===== config.mk =====
export PLATFORM = sky130hd
export DESIGN_NAME = inst_fetcher
export DESIGN_NICKNAME = d
export VERILOG_FILES = /design/src/rtl/inst_fetcher.sv
export SDC_FILE = /design/constraint.sdc
export NUM_CORES = 1
export LEC_CHECK = 0
export ABC_CLOCK_PERIOD_IN_PS = 25100
export CORE_MARGIN = 1
export CORE_UTILIZATION = 40
export CTS_CLUSTER_DIAMETER = 200
export CTS_CLUSTER_SIZE = 8
export DETAILED_ROUTE_END_ITERATION = 6
export SKIP_LAST_GASP = 1
export SYNTH_ARGS = -nofsm -noshare
export SYNTH_HDL_FRONTEND = slang
export SYNTH_SLANG_ARGS = --single-unit

===== constraint.sdc =====
create_clock -name clk_in -period 25.1 [get_ports clk_in]
set_clock_uncertainty 0.1 [all_clocks]
set_input_delay 7.53 -clock clk_in [delete_from_list [all_inputs] [get_ports clk_in]]
set_output_delay 7.53 -clock clk_in [all_outputs]
set_load 0.02 [all_outputs]

===== src/rtl/inst_fetcher.sv =====
// inst_fetcher
//
// Instruction fetch stage. Holds the fetch PC and keeps at most one 32-bit
// read outstanding to the memory controller. Each returned word is stored
// with its PC in a small circular queue. The head of the queue is offered
// to decode. A backend redirect flushes the queue, drops any in-flight read
// and restarts fetch at the new PC.
//
// Parameters
//   QUEUE_DEPTH_LOG  log2 of the queue depth (default 2 -> 4 entries)
//   RESET_PC         fetch PC after reset
//
// Ports
//   clk_in          in   clock, rising edge
//   rst_in          in   asynchronous active-high reset
//   rdy_in          in   global enable; low freezes every register
//   mem_req_valid   out  read request pending (registered)
//   mem_req_addr    out  byte address of the pending read (registered)
//   mem_resp_valid  in   one-cycle pulse, mem_resp_inst holds the word
//   mem_resp_inst   in   returned instruction word
//   redirect_valid  in   flush and restart fetch at redirect_pc
//   redirect_pc     in   new fetch PC (4-byte aligned)
//   inst_valid      out  queue head valid (combinational)
//   inst            out  queue head instruction
//   inst_pc         out  PC of the queue head instruction
//   inst_ready      in   decode accepts the head this cycle
module inst_fetcher #(
  parameter int          QUEUE_DEPTH_LOG = 2,
  parameter logic [31:0] RESET_PC        = 32'h0
) (
  input  logic        clk_in,
  input  logic        rst_in,
  input  logic        rdy_in,
  output logic        mem_req_valid,
  output logic [31:0] mem_req_addr,
  input  logic        mem_resp_valid,
  input  logic [31:0] mem_resp_inst,
  input  logic        redirect_valid,
  input  logic [31:0] redirect_pc,
  output logic        inst_valid,
  output logic [31:0] inst,
  output logic [31:0] inst_pc,
  input  logic        inst_ready
);

  localparam int DEPTH = 1 << QUEUE_DEPTH_LOG;

  typedef logic [QUEUE_DEPTH_LOG-1:0] ptr_t;
  typedef logic [QUEUE_DEPTH_LOG:0]   cnt_t;

  // Full-queue count value, built without a truncating integer assignment.
  localparam cnt_t DEPTH_CNT = {1'b1, {QUEUE_DEPTH_LOG{1'b0}}};

  typedef enum logic [1:0] {
    IDLE    = 2'd0,  // no read outstanding
    BUSY    = 2'd1,  // read outstanding, word will be enqueued
    DISCARD = 2'd2   // read outstanding, word will be dropped
  } state_t;

  state_t      state;
  logic [31:0] fetch_pc;
  ptr_t        head;
  ptr_t        tail;
  cnt_t        count;
  logic [31:0] q_inst [DEPTH];
  logic [31:0] q_pc   [DEPTH];

  logic push;
  logic pop;

  // Pointers wrap naturally at the queue depth.
  function automatic ptr_t ptr_inc(input ptr_t p);
    return p + ptr_t'(1);
  endfunction

  // The head is hidden during a redirect so decode never consumes an entry
  // that is being flushed on the same edge.
  assign inst_valid = (count != '0) && !redirect_valid;
  assign inst       = q_inst[head];
  assign inst_pc    = q_pc[head];

  // The request address is still held on mem_req_addr in the response
  // cycle, so it doubles as the PC tag of the returned word.
  assign push = (state == BUSY) && mem_resp_valid && !redirect_valid;
  assign pop  = inst_valid && inst_ready;

  always_ff @(posedge clk_in or posedge rst_in) begin
    if (rst_in) begin
      state         <= IDLE;
      fetch_pc      <= RESET_PC;
      head          <= '0;
      tail          <= '0;
      count         <= '0;
      mem_req_valid <= 1'b0;
      mem_req_addr  <= '0;
      for (int i = 0; i < DEPTH; i++) begin
        q_inst[i] <= '0;
        q_pc[i]   <= '0;
      end
    end else if (rdy_in) begin
      if (redirect_valid) begin
        // Flush wins over any push or pop on this edge.
        head     <= '0;
        tail     <= '0;
        count    <= '0;
        fetch_pc <= redirect_pc;
        case (state)
          IDLE: state <= IDLE;
          BUSY: begin
            if (mem_resp_valid) begin
              mem_req_valid <= 1'b0;
              state         <= IDLE;
            end else begin
              // Request stays on the bus until its response drains.
              state <= DISCARD;
            end
          end
          DISCARD: begin
            if (mem_resp_valid) begin
              mem_req_valid <= 1'b0;
              state         <= IDLE;
            end
          end
          default: state <= IDLE;
        endcase
      end else begin
        if (push) begin
          q_inst[tail] <= mem_resp_inst;
          q_pc[tail]   <= mem_req_addr;
          tail         <= ptr_inc(tail);
        end
        if (pop) begin
          head <= ptr_inc(head);
        end
        if (push && !pop) begin
          count <= count + cnt_t'(1);
        end else if (!push && pop) begin
          count <= count - cnt_t'(1);
        end

        case (state)
          IDLE: begin
            // Issuing only below full guarantees room for the response,
            // since count cannot grow while the read is outstanding.
            if (count < DEPTH_CNT) begin
              mem_req_valid <= 1'b1;
              mem_req_addr  <= fetch_pc;
              state         <= BUSY;
            end
          end
          BUSY: begin
            if (mem_resp_valid) begin
              fetch_pc      <= fetch_pc + 32'd4;
              mem_req_valid <= 1'b0;
              state         <= IDLE;
            end
          end
          DISCARD: begin
            // fetch_pc already holds the redirect target; do not advance.
            if (mem_resp_valid) begin
              mem_req_valid <= 1'b0;
              state         <= IDLE;
            end
          end
          default: state <= IDLE;
        endcase
      end
    end
  end

endmodule


# ---- Word-level counts from Yosys, hierarchy flattened
# Index checks and enable logic that the tools add are counted.
dict set report word_totals {
  register_bits 330
  latchBits 0
  ramBits 0
  romBits 0
  elab_cells 89
  n_memories 0
}
dict set report op_classes {
  add_sub_neg 5
  mul 0
  div_mod_pow 0
  order_cmp 4
  eq_ne 4
  shifts 0
  mux 31
  bitwise 3
  reduce_logical 27
}
# operator count
set op_table {}
lappend op_table {{bitwise mux 128 bit} 2}
lappend op_table {{2-to-1 mux 32 bit} 8}
lappend op_table {{binary-select mux 32 bit (select 2 bit)} 2}
lappend op_table {{demux 32 bit (select 2 bit)} 1}
lappend op_table {{adder 32 x 3 -> 32 bit (second input constant)} 1}
lappend op_table {{2-to-1 mux 2 bit} 8}
lappend op_table {{nonzero test 2 bit} 5}
lappend op_table {{2-to-1 mux 3 bit} 3}
lappend op_table {{one-hot mux 2 bit (2 select lines)} 2}
lappend op_table {{AND reduction 2 bit} 4}
lappend op_table {{AND reduction 4 bit} 2}
lappend op_table {{logical AND 1 bit} 7}
lappend op_table {{greater-or-equal comparator 3 bit (second input constant)} 2}
lappend op_table {{inverter 2 -> 3 bit} 2}
lappend op_table {{AND reduction 3 bit} 2}
lappend op_table {{nonzero test 3 bit} 2}
lappend op_table {{adder 2 x 1 -> 2 bit (second input constant)} 2}
lappend op_table {{2-to-1 mux 1 bit} 4}
lappend op_table {{adder 3 x 1 -> 3 bit (second input constant)} 1}
lappend op_table {{zero test 1 bit} 3}
lappend op_table {{less-than comparator 3 x 1 -> 1 bit (second input constant)} 1}
lappend op_table {{less-than comparator 3 bit (second input constant)} 1}
lappend op_table {{!= test 3 bit (second input constant)} 1}
lappend op_table {{subtractor 3 x 1 -> 3 bit (second input constant)} 1}
lappend op_table {{other kinds (7)} 7}

# ---- Longest topological paths before layout
dict set report logic_depth {
  word_depth 8
  ltp_mapped 11
  depth_no_buf 10
}

# ---- Least setup slack after synthesis
# Ideal clock, no wire load.
dict set report synth_timing {
  kind {input port to output port}
  start {input port redirect_valid}
  end {output port inst_valid}
  t_arrival_ns 8.393
  setup_slack_ns 9.077
  cell_stages 4
  path_buffers 3
  path_cell_list {buf_2 > buf_6 > clkbuf_1 > a31oi_1}
}
dict set report synth_between {
  elab_chain_cells 2
}
# item line_no
set synth_rtl {}
lappend synth_rtl {{start, declared} 38} ;# input logic redirect_valid,
lappend synth_rtl {{zero test 1 bit} 78} ;# assign inst_valid = (count != '0) && !redirect_valid;
lappend synth_rtl {{logical AND 1 bit} 78}
lappend synth_rtl {{end, declared} 40} ;# output logic inst_valid,
# No other way between the ends.

# ---- Final worst setup path
# Same ends and word-level chain as after synthesis.

==> key figures <==
Critical path
  – CP Launch Type: primary input
  – Arr. time, crit path: 8.78 ns
  – Sum of buffers and inverters on the critical path: 3
  – Crit path max-delay family: buffers and inverters
  – Critical path endpoint category: primary output
  – Crit-path cells: buf_2, buf_4, a31oi_1, clkdlybuf4s50_1
  – Slowest-stage cell, CP: clkdlybuf4s50_1
  – Worst Path Required: 17.47 ns
  – CP Max Fanout: 56
  – Crit-path max cell delay: 0.63 ns
  – Crit Path Category: primary input to primary output

Yosys
  – Register area share after synthesis: 55.4%
  – Number of synthesis warnings: 0
  – Post-synth EDFFs: 0
  – Main flop type after synthesis: dfrtp_1
  – Seq cells post-synth: 330
  – Syn_nets: 1093
  – Syn Area/Cell: 14.7 µm²
  – Syn Std Cell Area: 0.0149 mm²
  – Synth unique cells: 61
  – Asr flop ratio synth: 100%
  – Syn Inst Count: 1013

Power and ir drop
  – Peak supply drop: 0.0569 mV
  – Power Dens Cells: 112 mW/mm²
  – Pwr Total: 2.04 mW
  – Leakage: 8.14 nW

Floorplan
  – DIE HEIGHT: 195 µm
  – I/O pins: 168
  – Die W: 195 µm
  – Die area: 0.0380 mm²
  – Core footprint: 0.0366 mm²
  – Row count: 70
  – Initial Util: 40.7%

Timing
  – RSZ-0062 raised after global routing: no
  – Max Freq: 61.0 MHz
  – Min cycle time layout: 16.41 ns
  – Final setup viols: 0
  – Slew @ Worst Pin: 1.10 ns
  – Hold slack: 0.396 ns
  – Final count of hold timing violations: 0
  – Crit share post-route: 65.4%
  – Max-slew headroom: 26.4%
  – Max Slew Vio Count: 0
  – Setup TNS: 0 ns

Cells and area
  – Fraction of layout cells with a size suffix above 1: 37.1%
  – Final Non-Filler Cells: 1646
  – Syn-to-layout area delta: 22.1%
  – Fin nets: 1255
  – Diode count: 0

Detailed routing
  – Vias per inst: 5.57
  – Wirelength, routed: 34400 µm
  – Drt pass-1 iters: 5
  – Via count: 9176
  – Post-DRT Antenna Nets: 0
  – Remaining DRCs: 0
  – Starting DRT DRC Count: 377
  – DR WL/cell: 20.9 µm

Global route
  – Grt total ovfl: 0
  – Vias in the first global route: 9504
  – GR Util All Layers: 18.4%
  – Largest net degree at the start of global routing: 121
  – First-pass GRT wire length: 55300 µm
  – Initial antenna violation count: 1

Placed design
  – Final Wtd Congestion: 0.800
  – HPWL after detailed placement: 20600 µm
  – Port Buf Inserts: 167
  – Post-Place Cells: 1594

Clock network
  – Clock Latency Late Sink: 0.54 ns
  – Post CTS Setup Buffer Count: 0
  – Cts bufs inserted: 47
  – Clock sinks: 330
  – Post-cts sizing count: 0
  – Max clock buf depth: 3
  – Clock Pin Slew Worst Setup and Hold Paths: 0.05 ns
  – H-tree lvl count: 2
  – Root Driver: clkbuf_16
  – Hold-fix buffers, CTS: 0
  – CTS tree: built

Status
  – Status: finished, final reports clean

Worst hold path
  – Type of the tightest min-delay check: flop to flop

Job
  – Max_cap viols: 0
## logic make-up after synthesis
group / Yosys count / synth area share, %
buffers and inverters: 78 / 2.57
multiplexers: 361 / 32.0
XOR/XNOR: 1 / 0.0588
AND/OR/NAND/NOR: 138 / 5.11
flip-flops: 330 / 55.4
AO/OA/AOI/OAI: 95 / 3.94
adder cells (fa/ha/maj): 10 / 0.890
## Yosys cell counts (all sizes together), types with 2 or more instances
master | number | share of area [%]
and2 | 2 | 0.084
and3 | 9 | 0.42
nor3 | 22 | 0.74
nor2b | 3 | 0.13
a21oi | 20 | 0.67
o21ai | 27 | 0.91
dfrtp | 330 | 55
mux2i | 7 | 0.47
nor4 | 6 | 0.29
nor2 | 23 | 0.58
mux4 | 64 | 9.7
nand2 | 34 | 0.86
a311oi | 5 | 0.29
ha | 9 | 0.76
o22ai | 17 | 0.71
a41oi | 2 | 0.12
nand4 | 4 | 0.17
nor3b | 3 | 0.15
a31oi | 5 | 0.21
a211oi | 6 | 0.30
nand3 | 16 | 0.72
and4 | 8 | 0.50
buf | 46 | 1.6
o31ai | 2 | 0.10
clkbuf | 19 | 0.62
mux2 | 290 | 22
inv | 13 | 0.33
## flip-flops by register name, indices dropped and copies added (netlist names)
signal,flops
count,3
head,2
tail,2
q_inst,128
state,2
mem_req_valid,1
mem_req_addr,32
q_pc,128
fetch_pc,32
## area by class of cell
| class | instances | area, µm² |
|---|---|---|
| timing repair buffer | 178 | 1750 |
| inverter | 13 | 56.3 |
| sequential | 330 | 8270 |
| clock inverter | 1 | 8.76 |
| fill | 3211 | 18400 |
| clock buffer | 51 | 1230 |
| multi-input combinational | 605 | 6300 |
| tap | 468 | 586 |
## per-layer routing
metal / routed length, µm / GRT usage (%) / vias up
met5: 0 / 0 / -
met4: 547 / 4.02 / 0
met3: 1410 / 3.01 / 51
met1: 16200 / 26.6 / 4811
li1: - / - / 4105
met2: 16200 / 29.3 / 209
## where the power goes
group | switching, mW | total, mW | leakage, nW | internal (mW)
Sequential | 0.119 | 0.794 | 4.34 | 0.675
Clock | 0.212 | 0.552 | 0.610 | 0.340
Combinational | 0.315 | 0.697 | 3.19 | 0.382
Total | 0.645 | 2.04 | 8.14 | 1.40
## path summary, 6_finish.rpt
check	start	endpoint	slack, ns	cells past startpoint
hold / removal	q_pc[56]	q_pc[56]	0.40	1
hold reg to reg	q_pc[56]	q_pc[56]	0.40	1
setup / recovery	redirect_valid	inst_valid	8.69	4
max in group asynchronous	rst_in	q_pc[82]	15.79	3
setup reg to reg	state[1]	q_pc[37]	22.09	6
min in group asynchronous	rst_in	q_inst[126]	7.49	2
## layout by cell type (no fill, tap or decap), drive strengths merged, types with 12 or more instances in the layout
cell,count
a21oi,20
buf,12
clkbuf,51
clkdlybuf4s50,166
dfrtp,330
inv,13
mux2,290
mux4,64
nand2,34
nand3,16
nor2,23
nor3,22
o21ai,27
o22ai,17
## stage by stage
step | area (µm²) | worst slack, ns | utilization, %
after floorplan | 14900 | 8.33 | -
after global placement | 17000 | 8.70 | 46.3
after detailed placement | 17000 | 8.70 | 46.3
after CTS | 18200 | 8.69 | 49.7
after global routing | 18200 | 8.65 | 49.7
final | 18200 | 8.69 | 49.7
## worst register-to-register path: cells and delay by family (launching register included)
kind / cells / cell delay, ns
mux: 1 / 0.46
buf+inv: 2 / 0.74
simple gates: 2 / 0.91
fa+ha+maj: 1 / 0.25
flops: 1 / 0.42
Power figures use the tool's default switching activity.
